<file path="src/rtl/sha256_w_stream_reader.sv">
// SHA-256 message schedule, serial form: loads one 512-bit block and streams
// W[0..63] over valid/ready, expanding W[t+16] from a 16-word sliding window.
module sha256_w_stream_reader (
  input  logic         CLK,
  input  logic         RST,
  input  logic         start,
  input  logic [511:0] block_in,
  output logic         busy,
  output logic         w_valid,
  input  logic         w_ready,
  output logic [31:0]  w_out,
  output logic [5:0]   w_idx,
  output logic         done
);

  typedef enum logic {IDLE, RUN} state_t;

  state_t      state;
  logic [31:0] win [16];
  logic [5:0]  idx;
  logic [31:0] nw;
  logic        fire;

  function automatic logic [31:0] rotr(input logic [31:0] x, input int unsigned n);
    return (x >> n) | (x << (32 - n));
  endfunction

  function automatic logic [31:0] sig0(input logic [31:0] x);
    return rotr(x, 7) ^ rotr(x, 18) ^ (x >> 3);
  endfunction

  function automatic logic [31:0] sig1(input logic [31:0] x);
    return rotr(x, 17) ^ rotr(x, 19) ^ (x >> 10);
  endfunction

  always_comb begin
    nw = sig1(win[14]) + win[9] + sig0(win[1]) + win[0];
  end

  assign fire    = (state == RUN) && w_ready;
  assign w_out   = win[0];
  assign w_idx   = idx;
  assign w_valid = (state == RUN);
  assign busy    = (state == RUN);

  always_ff @(posedge CLK) begin
    if (!RST) begin
      state <= IDLE;
      idx   <= '0;
      done  <= 1'b0;
      for (int unsigned i = 0; i < 16; i++) win[i] <= '0;
    end else begin
      done <= 1'b0;
      case (state)
        IDLE: begin
          if (start) begin
            for (int unsigned i = 0; i < 16; i++) win[i] <= block_in[32*(15-i) +: 32];
            idx   <= '0;
            state <= RUN;
          end
        end
        RUN: begin
          if (fire) begin
            if (idx == 6'd63) begin
              state <= IDLE;
              done  <= 1'b1;
            end else begin
              // Past t = 48 the shifted-in words are never presented; harmless.
              for (int unsigned i = 0; i < 15; i++) win[i] <= win[i+1];
              win[15] <= nw;
              idx     <= idx + 6'd1;
            end
          end
        end
        default: state <= IDLE;
      endcase
    end
  end

endmodule

</file>
<file path="config.mk">
export PLATFORM = sky130hd
export DESIGN_NAME = sha256_w_stream_reader
export DESIGN_NICKNAME = d
export VERILOG_FILES = /design/src/rtl/sha256_w_stream_reader.sv
export SDC_FILE = /design/constraint.sdc
export NUM_CORES = 1
export LEC_CHECK = 0
export CAP_MARGIN = 40
export CELL_PAD_IN_SITES_DETAIL_PLACEMENT = 1
export CELL_PAD_IN_SITES_GLOBAL_PLACEMENT = 2
export CORE_MARGIN = 2
export CORE_UTILIZATION = 34
export DETAILED_ROUTE_END_ITERATION = 10
export GPL_TIMING_DRIVEN = 0
export PLACE_DENSITY = 0.85
export SLEW_MARGIN = 40
export SYNTH_ARGS = -nofsm -noshare
export SYNTH_HDL_FRONTEND = slang
export SYNTH_SLANG_ARGS = --single-unit
</file>
<file path="constraint.sdc">
create_clock -name CLK -period 12.2 [get_ports CLK]
set_input_delay 2.44 -clock CLK [delete_from_list [all_inputs] [get_ports CLK]]
set_output_delay 2.44 -clock CLK [all_outputs]
set_load 0.03 [all_outputs]
</file>
Word level (Yosys, flattened, before mapping):

Memories as Yosys holds them, arrays and structs flattened.
Cells that the tools add are included.

* magnitude comparators: 0
* bitwise logic cells: 41
* equal/unequal tests: 4
* div/mod/pow operators: 0
* mux-type cells: 49
* shift-type cells: 0
* reductions and logical operators: 3
* multipliers: 0
* $add $sub $neg: 4

Operator list (number)
* 32-bit 2-to-1 mux: 32
* 32-bit adder: 3
* 32-bit XOR: 2
* 1-bit bitwise OR: 32
* 13-bit by 32-bit bitwise OR with 32-bit output: 1
* 14-bit by 32-bit bitwise OR with 32-bit output: 1
* 15-bit by 32-bit bitwise OR with 32-bit output: 1
* 25-bit by 32-bit bitwise OR with 32-bit output: 1
* 32-bit by 22-bit XOR with 32-bit output: 1
* 32-bit by 29-bit XOR with 32-bit output: 1
* 6-bit 2-to-1 mux: 3
* 1-bit 2-to-1 mux: 12
* 6-bit one-hot mux with 2 select lines: 1
* 6-bit by 1-bit adder with 6-bit output (second input constant): 1
* 6-bit equality test (second input constant): 1
* 3-bit AND reduction: 2
* 2-bit inequality test (second input constant): 2
* 2-bit by 1-bit inequality test with 1-bit output (second input constant): 1
* 1-bit one-hot mux with 2 select lines: 1
* 1-bit logical AND: 1
* 1-bit inverter: 1

* register bits: 8
* ROM bits: 0
* logic and storage cells: 105
* RAM bits: 512
* memories: 1
* bits in latches: 0
* output and inout port bits: 41

Memory list
* win: words 16, bits a word 32, rd ports 16, clocked after memory_dff 0, wr ports 16, RTL line 19 `logic [31:0] win [16];`

Depth between registers and ports, before layout:

* depth after elaboration: 7
* depth in mapped cells: 16
* depth with buffers taken out: 16

Worst setup path after synthesis:

No wires, ideal clock.

* path type: input to register
* start: input w_ready
* end: memory win[1][0] (enable)
* setup slack: 1737 ps
* setup time: 2307 ps
* arrival: 8156 ps
* required time: 9893 ps
* cell stages on the path: 6
* cells stage by stage: nand2_1 or2_1 buf_2 clkbuf_1 buf_2 nand3_1

RTL lines
* start: declaration: RTL line 10 `input logic w_ready,`
* end: declaration: RTL line 19

==> results.md <==
* Tot GR Track Use at 27.1%
* Register Area at 0.0155 sq mm
* Pleak at 13.6 nW
* Top cell type's share of synthesized area at 58.8%
* Latest clock arrival within the worst-skew pair at 0.64 ns
* Port buffer count at about 560
* First-pass GRT wire length at about 150,000 um
* Nets at 3,385
* Sum Neg Setup Slack at 0 ns
* Data arrival, critical path at around 5.8 ns
* Post-synth EDFFs at 512
* Cell taking the most area after synthesis: edfxtp_1
* Max Cap Viol at 0
* Peak Freq at approximately 190 MHz
* Top_reg_cell synth: edfxtp_1
* Synth area leaders: edfxtp_1 (59%), a22o_1 (11%), nand2_1 (5.4%)
* Ratio of cells with drive above 1 in the final layout at just over 6%
* Clock transition at the registers of the reported paths at 0.06 ns
* Pre-CTS WS at 6.14 ns
* Final hold violations at 0
* Remaining global-route overflow at 0
* Clk buf depth at 3
* Crit path capture type: flop
* Share of total power in combinational logic at approximately 37%
* CTS buffer count at 58
* Routability Congestion at 0.928
* CP required at 12.58 ns
* Die area at ~0.08 sq mm
* CP dominant cell by count: buf_12
* Avg WL per Cell at 28.3 um
* Distinct cells, synth at 65
* Post-route ant nets at 0
* Area Overhead vs Synth at 34.7%
* Hold_buf cts at 0
* Slowest-stage cell, CP: clkbuf_1
* Vias in the first global route at 21,800
* Cell Chain, Critical Path: clkdlybuf4s50_1, nand2_1, or2_1, buf_2, clkbuf_1, buf_2, nand3_4, buf_12, buf_12, buf_12
* Mapped Cells at 2,147
* Initial DRC count at 1,568
* Syn nets at 2,757
* Mapped cell area at 0.0261 sq mm
* Clk pwr share at 27.1%
* Post-CTS Resized at 0
* FILL cells at 8,040
* Remaining DRCs at 0
* Commonest cells in the netlist: edfxtp_1 (512), nand2_1 (375), a22o_1 (320), a21oi_1 (207), inv_1 (152)
* Period utilization at 44.3%
* DR pass1 iterations at 6
* Mux share of post-synthesis cell area at 0.0383%
* Synth Area in Compound Gates at 17.3%
* Area of the multi-input gates at 0.00940 sq mm
* Clock sink count at 520
* DP HPWL at 88,300 um
* RSZ-0062 raised after global routing: false
* Finish-stage setup viols at 0
* Initial antenna violation count at 27
* Site Rows at between 100 and 150
* Switching part of the total at 36.3%
* Count of final max-slew check failures at 0
* Yosys Warn Count at 0
* Hold Crit Class: flop to flop
* Initial Util at 34.4%
* Most frequent cell after synthesis: edfxtp_1
* CP Max Fanout at 41
* CTS HTree Levels at 2
* TritonCTS clock tree: built
* Outcome: finished, final reports clean
* Cell chosen for the clock root: clkbuf_16
* Maximum vdd drop at 0.118 mV
* Sw power at 0.00235 W
* Total routed wirelength at 109,000 um
* Die width at between 200 and 300 um
* Post-Synth Adder-Cell Area at 6.28%
* Ys async rst share at 0%
* Worst slew pin tran at between 0.9 and 1 ns
* Skew final at around 0.033 ns
* P_int at 0.00413 W
* Largest family of logic cells by synthesized area: compound AO/OA/AOI/OAI gates
* Post-CTS Setup Inserts at 0
* Post-synthesis register bit count at 520
* Register area share after synthesis at 59.4%
* Largest net degree at the start of global routing at 43
* Hold slack final at about 0.52 ns
* Final worst slack at 6.80 ns
* Synth Area in Simple Gates at 7.45%
* CP startpoint kind: input pin
* Final core occ at 46.3%
* Worst slew margin at slightly below 40%
* Vias post-DR at 20,400
* Tmin final at ~5.4 ns
* Average size of a mapped cell at 12.2 sq um
* Largest stage delay on the critical path at 0.71 ns
* Core area at 0.0761 sq mm
* Die Ht at 281 um
* Pwr/cell area at between 150 and 200 mW/mm^2
* Sequential share of power at 35.7%
* Ports at 557
* Kind of critical path: input pin to flop
* Via density at 5.28
* XOR/XNOR Fraction of Synth Area at under 10%
## sequential cells by signal, indices dropped and copies added, names as in the netlist
signal	count
w_idx	6
done	1
busy	1
win	512
## metrics by stage
| stage | std cells | instance area, sq um | power [W] |
|---|---|---|---|
| floorplan | 2147 | 26100 | 0.00379 |
| global placement | 3732 | 33000 | 0.00466 |
| detailed placement | 3745 | 33300 | 0.00470 |
| CTS | 3853 | 35200 | 0.00647 |
| global route | 3863 | 35200 | 0.00680 |
| finish | 3870 | 35200 | 0.00648 |
## final cells by class
cell class                      instances  area share (%)
Sequential cell                       520            44.1
Multi-Input combinational cell       1328            26.7
Timing Repair Buffer                  568            16.5
Clock buffer                           70            4.31
Tap cell                             1030            3.66
Buffer                                146            1.92
Inverter                              153            1.63
Clock inverter                         38            1.04
Antenna cell                           17           0.121
## power groups by stage
stage | clock [W] | sequential [W] | combinational (W)
6_report | 0.00176 | 0.00231 | 0.00241
5_1_grt | 0.00184 | 0.00233 | 0.00263
4_1_cts | 0.00178 | 0.00231 | 0.00237
3_5_place_dp | 0 | 0.00235 | 0.00235
3_3_place_gp | 0 | 0.00239 | 0.00227
2_1_floorplan | 0 | 0.00232 | 0.00147
## per-layer routing
layer	routed length (um)	global-route usage [%]	share of wire, %
met5	145	0	0.13
met4	4620	11.2	4.2
met3	7590	5.33	6.9
met2	52600	45.6	48
met1	44400	34.1	41
## cell usage in the layout, fill, tap and decap left out, types with 4 or more instances in the layout
cell	count
a211oi_1	6
a21o_1	11
a21oi_1	207
a22o_1	320
a31oi_1	6
and3_1	8
buf_12	13
buf_2	42
bufinv_16	5
clkbuf_1	99
clkbuf_16	59
clkbuf_2	4
clkbuf_8	4
clkdlybuf4s50_1	555
clkinv_1	16
clkinv_2	10
dfxtp_1	8
diode_2	17
edfxtp_1	512
fa_1	62
ha_1	32
inv_1	152
inv_6	4
nand2_1	375
nand3_1	18
nand4_1	10
nor2_1	23
nor3_1	4
o211ai_1	6
o21ai_0	25
o21ai_1	4
o21bai_1	5
or3_1	9
xnor2_1	117
xor2_1	23
## logic make-up after synthesis
kind of cell | after synthesis
multiplexers | 1
AO/OA/AOI/OAI | 620
adder cells (fa/ha/maj) | 94
XOR/XNOR | 140
buffers and inverters | 299
AND/OR/NAND/NOR | 473
flip-flops | 520
## worst paths after layout
check	start	to	slack, ns	cells past startpoint
setup / recovery	w_ready	win[7][4]	6.80	10
hold / removal	w_idx[0]	w_idx[0]	0.52	2
setup reg to reg	win[1][5]	win[15][30]	7.34	13
hold reg to reg	w_idx[0]	w_idx[0]	0.52	2
## critical path: cells and delay by family
kind	cells	cell delay, ns
AND/OR/NAND/NOR	3	0.63
buffers and inverters	7	2.64
Power figures use the tool's default switching activity.
